--- config.mk ---
export PLATFORM = sky130hd
export DESIGN_NAME = dmem_responder
export DESIGN_NICKNAME = d
export VERILOG_FILES = /design/src/rtl/dmem_responder.sv
export SDC_FILE = /design/constraint.sdc
export NUM_CORES = 2
export LEC_CHECK = 0
export ABC_AREA = 1
export BUFFER_PORTS_ARGS = -buffer_cell sky130_fd_sc_hd__buf_2
export CAP_MARGIN = 20
export CORE_MARGIN = 8
export CORE_UTILIZATION = 40
export DETAILED_ROUTE_END_ITERATION = 10
export GPL_ROUTABILITY_DRIVEN = 0
export PLACE_DENSITY_LB_ADDON = 0.12
export SYNTH_ARGS = -nofsm -noshare
export SYNTH_HDL_FRONTEND = slang
export SYNTH_SLANG_ARGS = --single-unit
export TNS_END_PERCENT = 10
--- constraint.sdc ---
create_clock -name clk -period 9.25 [get_ports clk]
set_input_delay 0.4625 -clock clk [delete_from_list [all_inputs] [get_ports clk]]
set_output_delay 0.4625 -clock clk [all_outputs]
set_load 0.01 [all_outputs]
--- src/rtl/dmem_responder.sv ---
// Wait-stated data-memory responder for a MIPS core: lw/sw always, lb/lbu/sb only
// when DMEM_RESPONDER_BYTE_EN is defined (otherwise they report err).
module dmem_responder #(
  parameter int unsigned DEPTH = 64,
  parameter int unsigned WAIT  = 2
) (
  input  logic        clk,
  input  logic        reset,
  input  logic        req,
  input  logic        memwrite,
  input  logic [5:0]  opcode,
  input  logic [31:0] dataadr,
  input  logic [31:0] writedata,
  output logic [31:0] readdata,
  output logic        ready,
  output logic        busy,
  output logic        err
);

  localparam int unsigned AW       = $clog2(DEPTH);
  localparam logic [3:0]  CNT_INIT = (WAIT == 0) ? 4'd0 : 4'(WAIT - 1);
  localparam logic [5:0]  OP_LW    = 6'h23;
  localparam logic [5:0]  OP_SW    = 6'h2B;
`ifdef DMEM_RESPONDER_BYTE_EN
  localparam logic [5:0]  OP_LB    = 6'h20;
  localparam logic [5:0]  OP_LBU   = 6'h24;
  localparam logic [5:0]  OP_SB    = 6'h28;
`endif

  typedef enum logic [1:0] {S_IDLE, S_WAIT, S_RESP} state_t;

  state_t        r_state;
  logic [3:0]    r_cnt;
  logic          r_mw;
  logic [5:0]    r_op;
  logic [31:0]   r_adr;
  logic [31:0]   r_wd;
  logic [31:0]   r_mem [DEPTH];

  logic          w_idle;
  logic          w_enter_resp;
  logic          w_src_mw;
  logic [5:0]    w_src_op;
  logic [31:0]   w_src_adr;
  logic [31:0]   w_src_wd;
  logic [AW-1:0] w_idx;
  logic [1:0]    w_lane;
  logic [31:0]   w_word;
  logic [31:0]   w_rdata;
  logic          w_err;
  logic          w_we_word;
  logic          w_unused_adr;
`ifdef DMEM_RESPONDER_BYTE_EN
  logic [7:0]    w_byte;
  logic          w_we_byte;
`endif

  // With WAIT=0 the access happens on the accepting edge, so use the live inputs
  assign w_idle       = (r_state == S_IDLE);
  assign w_src_mw     = w_idle ? memwrite  : r_mw;
  assign w_src_op     = w_idle ? opcode    : r_op;
  assign w_src_adr    = w_idle ? dataadr   : r_adr;
  assign w_src_wd     = w_idle ? writedata : r_wd;
  assign w_enter_resp = (w_idle && req && (WAIT == 0)) ||
                        ((r_state == S_WAIT) && (r_cnt == 4'd0));

  assign w_idx        = w_src_adr[AW+1:2];
  assign w_lane       = w_src_adr[1:0];
  assign w_word       = r_mem[w_idx];
  assign w_unused_adr = ^w_src_adr[31:AW+2];
`ifdef DMEM_RESPONDER_BYTE_EN
  assign w_byte       = w_word[{w_lane, 3'b000} +: 8];
`endif

  // Access decode: anything not explicitly legal reports err with no side effect
  always_comb begin
    w_rdata   = 32'd0;
    w_err     = 1'b1;
    w_we_word = 1'b0;
`ifdef DMEM_RESPONDER_BYTE_EN
    w_we_byte = 1'b0;
`endif
    case (w_src_op)
      OP_LW: if (!w_src_mw && (w_lane == 2'd0)) begin
        w_rdata = w_word;
        w_err   = 1'b0;
      end
      OP_SW: if (w_src_mw && (w_lane == 2'd0)) begin
        w_we_word = 1'b1;
        w_err     = 1'b0;
      end
`ifdef DMEM_RESPONDER_BYTE_EN
      OP_LB: if (!w_src_mw) begin
        w_rdata = {{24{w_byte[7]}}, w_byte};
        w_err   = 1'b0;
      end
      OP_LBU: if (!w_src_mw) begin
        w_rdata = {24'd0, w_byte};
        w_err   = 1'b0;
      end
      OP_SB: if (w_src_mw) begin
        w_we_byte = 1'b1;
        w_err     = 1'b0;
      end
`endif
      default: ;
    endcase
  end

  // Control FSM; memory writes live here so a reset in flight can never commit a store
  always_ff @(posedge clk or negedge reset) begin
    if (!reset) begin
      r_state  <= S_IDLE;
      r_cnt    <= 4'd0;
      r_mw     <= 1'b0;
      r_op     <= 6'd0;
      r_adr    <= 32'd0;
      r_wd     <= 32'd0;
      ready    <= 1'b0;
      busy     <= 1'b0;
      err      <= 1'b0;
      readdata <= 32'd0;
    end else begin
      ready <= 1'b0;
      case (r_state)
        S_IDLE: if (req) begin
          r_mw  <= memwrite;
          r_op  <= opcode;
          r_adr <= dataadr;
          r_wd  <= writedata;
          busy  <= 1'b1;
          if (WAIT == 0) begin
            r_state <= S_RESP;
          end else begin
            r_state <= S_WAIT;
            r_cnt   <= CNT_INIT;
          end
        end
        S_WAIT: begin
          if (r_cnt == 4'd0) r_state <= S_RESP;
          else               r_cnt   <= r_cnt - 4'd1;
        end
        S_RESP: begin
          r_state <= S_IDLE;
          busy    <= 1'b0;
        end
        default: begin
          r_state <= S_IDLE;
          busy    <= 1'b0;
        end
      endcase
      if (w_enter_resp) begin
        ready    <= 1'b1;
        readdata <= w_rdata;
        err      <= w_err;
        if (w_we_word) r_mem[w_idx] <= w_src_wd;
`ifdef DMEM_RESPONDER_BYTE_EN
        if (w_we_byte) r_mem[w_idx][{w_lane, 3'b000} +: 8] <= w_src_wd[7:0];
`endif
      end
    end
  end

endmodule

[Word level (Yosys, flattened, before mapping)]
Memory sizes are Yosys's and may differ from the RTL's.
Index checks and enable logic that the tools add are counted.
Word-level totals
  output and inout port bits: 35
  bits of input ports: 74
  memories: 1
  bits in registers: 88
  word-level logic and storage cells: 55
  RAM bits: 2048
Memory list
  r_mem: depth 64, width 32, read ports 1, clocked after Yosys merged registers in 0, write ports 1, RTL line 38  | logic [31:0] r_mem [DEPTH];
Operators by class
  mux-type cells: 23
  $add $sub $neg: 1
  bitwise gates (word level): 1
  equality and inequality tests: 6
  reductions and logical operators: 13
Operator list (number)
  $mux 32: 3
  $eq 6x6->1 const B: 2
  $mux 1: 10
  $mux 4: 2
  $mux 8: 1
  $pmux 4 s2: 1
  $mux 6: 1
  $reduce_and 2->1: 3
  $logic_and 1x1->1: 4
  $logic_not 2->1: 2
  $logic_not 4->1: 1
  $mux 2: 2
  $ne 2x2->1 const B: 2
  $pmux 1 s2: 2
  $pmux 2 s2: 1
  $sub 4x1->4 const B: 1
  $reduce_and 3->1: 1
  $eq 2x1->1 const B: 1
  $ne 2x1->1 const B: 1
  $reduce_bool 2->1: 1
  $logic_not 1->1: 1
  $not 1->1: 1

[Depth between registers and ports, before layout]
  word-level depth: 10
  depth in mapped cells: 18
  depth with buffers taken out: 15

[Worst setup path before layout]
No wires, ideal clock.
  path type: reg-to-reg
  start: reg r_state[1]
  end: mem r_mem[0][0], data pin
  stages on the path, launching flop included: 6
  path slack: 4.999 ns
  required time: 8.548 ns
  library setup time: 0.702 ns
  path buffers: 2
  period minus slack after synthesis: 4.251 ns
  arrival: 3.549 ns
  cell sequence: dfrtp_1 inv_1 nand2_1 clkbuf_1 buf_1 o21ai_0
Between the ends
  cells in the longest elaborated chain, start to end: 2
RTL lines
  from (decl): RTL line 32  | state_t r_state;
  from (signal assigned): RTL line 113  | r_state <= S_IDLE;
  from (signal assigned): RTL line 133  | r_state <= S_RESP;
  from (signal assigned): RTL line 135  | r_state <= S_WAIT;
  $logic_not 2->1: RTL line 59  | assign w_idle = (r_state == S_IDLE);
  $mux 32: RTL line 63  | assign w_src_wd = w_idle ? writedata : r_wd;
  named net w_src_wd[0]: RTL line 45  | logic [31:0] w_src_wd;
  to (decl): RTL line 38
The timed path passes the listed nets, and every way through them passes these cells.

[Final worst setup path]
  start: reg r_state[1]
  end: reg readdata[22]
Between the ends
  cells in the longest elaborated chain, start to end: 6
  elaborated cells on any way between the ends: 13
  those cells by class: eq/ne: 2; mux: 5; reduce/logical: 5; memory: 1
RTL lines
  branches (longest 6 deep; another with $mem_v2 64x32)
  to (signal assigned): RTL line 154  | readdata <= w_rdata;
  to (decl): RTL line 14  | output logic [31:0] readdata,
Parallel ways; which one is timed is not known.
A chain may end at the register's enable or synchronous reset.

==> summary.txt <==
Outcome = finished, final reports clean
Required time at the endpoint of the critical path = 10.05 ns
Mean number of vias per cell = 5.04
Largest net degree at the start of global routing = 142
Buffers from clock root to sink, at most = 3
Kind of cell with the highest combined delay on the critical path = simple AND/OR/NAND/NOR gates
Cell row count = 174
Cell count of the worst reg-to-reg path = 14
CTS tree = built
Total clock buffers created by CTS = 229
Origin of the critical flop-to-flop path = r_state[1]
Share of final-layout standard cells stronger than drive strength 1 = 0.0779
Cell with the largest stage delay on the worst path = buf_4
Final non-filler cell total = 12.1k
Routed length per placed instance = 23.7 um
Worst supply voltage drop on vdd = 0.358 mV
Placed Instances = 11.6k
Initial standard-cell utilization of the core = 0.403
CTS root buf = clkbuf_16
Worst path arrival time = 6.03 ns
Number of antenna violations at the first check in global routing = 18
GRT Total Usage = 0.230
Detailed Route Iter0 Violations = 5627
Wire length of the first global-routing pass = 410000 um
Worst Tran Pin Value = 1.16 ns
Number of filler instances in the final layout = 21.0k
Largest driver fanout on the critical path = 128
Routed Wire Length = 286000 um
Area of the mapped netlist = 0.0906 mm2
Number of I/O pins = 109
Count of input and output buffers = 84
Class of the most critical setup path = reg -> reg
Max-slew headroom = 0.225
Crit Reg-Reg Endpoint = readdata[22]
Seq cells post-synth = 2136
Net total in the final layout = 8929
Source of the critical timing path = r_state[1]
Nature of the critical path endpoint = register
Placement Cell Area = 0.0952 mm2
Critical path, cell by cell = inv_1, nand2_4, nand2_8, nand2_8, buf_4, buf_4, nand2_1, nand3_1, nand2_1, o21ai_1, nand2_1, nor2_1, nand3_1, nand2_1
Via count of the first global-routing pass = 57.6k
Maximum clock frequency = 191 MHz
Total setup violations reported at the end of the flow = 0
Max-cap check violation count = 0
Power density normalized to cell area = 357 mW/mm2
Clock sink count = 2136
Global route overflow = 0
Maximum level of the CTS H-tree = 4
Startpoint type of the worst setup path = register
Cell with the most instances on the worst path = nand2_1
Unrepaired setup endpoints after global routing = no
Horizontal extent of the die = 492 um
Leakage power of the design = 42.9 nW
Total vias in the final route = 60.8k
Worst stage delay on the critical path = 0.91 ns
Total of warnings raised by yosys = 0
Cell count after synthesis = 8759
Placeable core region = 0.225 mm2
Synthesized area per cell = 10.3 um2
Number of pins exceeding their max-slew limit in the final report = 0
Clock latency of the later-clocked register in the worst-skew pair = 0.88 ns
Total half-perimeter wirelength after legalization and detailed placement = 152000 um
Area added between synthesis and finish = 13.6%
Worst path bufs/invs = 3
Total nets after synthesis = 8835
Final cycle utilization of the critical path = 0.566
DR pass1 iterations = 8
FF-to-FF setup slack = 4.02 ns
Hold violation count in the final report = 0
Register clock-pin slew on the reported worst setup and hold paths = 0.06 ns
Class of the tightest hold or removal check = in -> async
Area enclosed by the die boundary = 0.242 mm2
Number of distinct library cell variants in the gate-level netlist after synthesis = 29
Worst clock skew = 0.0356 ns
Total non-filler cell area in the finished layout = 0.103 mm2
Sequential-to-total area share from yosys stat = 0.703
Final TNS setup = 0 ns
Die extent in y = 492 um
Time the worst path needs with I/O delays and setup = 5.23 ns
Remaining antenna violation count = 0
Remaining DRCs = 0
-- stage by stage --
step	utilization	total power, mW	hold slack [ns]	setup slack [ns]
floorplan	-	21.8	0.167	5.00
global placement	0.423	27.9	0.464	4.03
detailed placement	0.423	28.1	0.464	4.06
CTS	0.457	37.0	0.193	4.01
global route	0.457	38.7	0.249	3.74
finish	0.458	36.8	0.236	4.02
-- cell usage in the layout (no fill, tap or decap), drive strengths merged, types with 2 or more instances in the layout --
cell         netlist  routed
clkbuf           136     325
nand2           3952    3952
nand3            718     718
buf              302     253
edfxtp          2048    2048
dfrtp             88      88
dlygate4sd3        0      48
diode              0       7
nor3               5       5
o21ai            223     223
clkinvlp           0       2
ha                 2       2
nor2             179     179
bufinv             0      11
nand3b            76      76
inv              957     963
a21oi             45      45
nand4             25      25
clkinv             0      87
-- state kept, by name, indices dropped and copies added (netlist names), 2 cells and up --
name,count
r_wd,32
r_adr,8
readdata,32
r_mem,2048
r_state,2
r_cnt,4
r_op,6
-- per-layer routing --
layer	wire, um	track usage	part of all wire	up-vias
li1	-	-	-	28600
met4	9940	0.0760	0.035	2
met5	13	0	0.000046	-
met2	134000	0.380	0.47	1839
met1	125000	0.317	0.44	29900
met3	16700	0.0307	0.058	391
-- report_power, final --
group | total, mW | internal [mW] | switching [mW]
sequential | 12.7 | 12.6 | 0.0642
combinational | 15.1 | 3.07 | 12.1
clock | 8.96 | 5.10 | 3.86
-- area by class of cell --
class	count	area [um2]	share of cell area
flip-flops and latches	2136	63700	0.618
multi-input cells	5228	22300	0.217
clock buffers	325	6390	0.0621
well taps	2992	3740	0.0363
inverters	957	3590	0.0349
repair buffers	301	2320	0.0225
clock inverters	106	923	0.00896
diodes	7	17.5	0.000170
-- cells by family (layout without fill, tap and decap cells) --
logic type | Yosys count | after routing | synth area share
compound gates | 271 | 271 | 0.0151
buf+inv | 1395 | 1689 | 0.0621
flops | 2136 | 2136 | 0.703
simple gates | 4955 | 4955 | 0.220
other cells | 0 | 7 | 0
fa+ha+maj | 2 | 2 | 0.000276
-- worst max path at each step --
| stage | end | slack, ns | cells after the start |
|---|---|---|---|
| after global placement | r_mem[0][9] | 4.03 | 10 |
| after floorplan | r_mem[0][0] | 5.00 | 5 |
| after CTS | r_mem[32][0] | 4.01 | 10 |
| after detailed placement | r_mem[32][12] | 4.06 | 10 |
| after global routing | readdata[14] | 3.74 | 14 |
| final | readdata[22] | 4.02 | 14 |
-- timing repair --
action | CTS | global route
buffers inserted | 0 | 0
hold buffers | 48 | 0
hold endpoints to repair | 88 | 0
resized for setup | 0 | 0
-- cell usage after synthesis, drive strengths merged --
cell type,count,area share
a21oi,45,0.0025
a31oi,1,0.000069
buf,302,0.017
clkbuf,136,0.0056
dfrtp,88,0.024
edfxtp,2048,0.68
ha,2,0.00028
inv,957,0.040
nand2,3952,0.16
nand3,718,0.040
nand3b,76,0.0063
nand4,25,0.0018
nor2,179,0.0076
nor3,5,0.00039
o21ai,223,0.012
o22ai,1,0.000069
o31ai,1,0.000083
No activity file was read; power rests on OpenSTA's default activity.
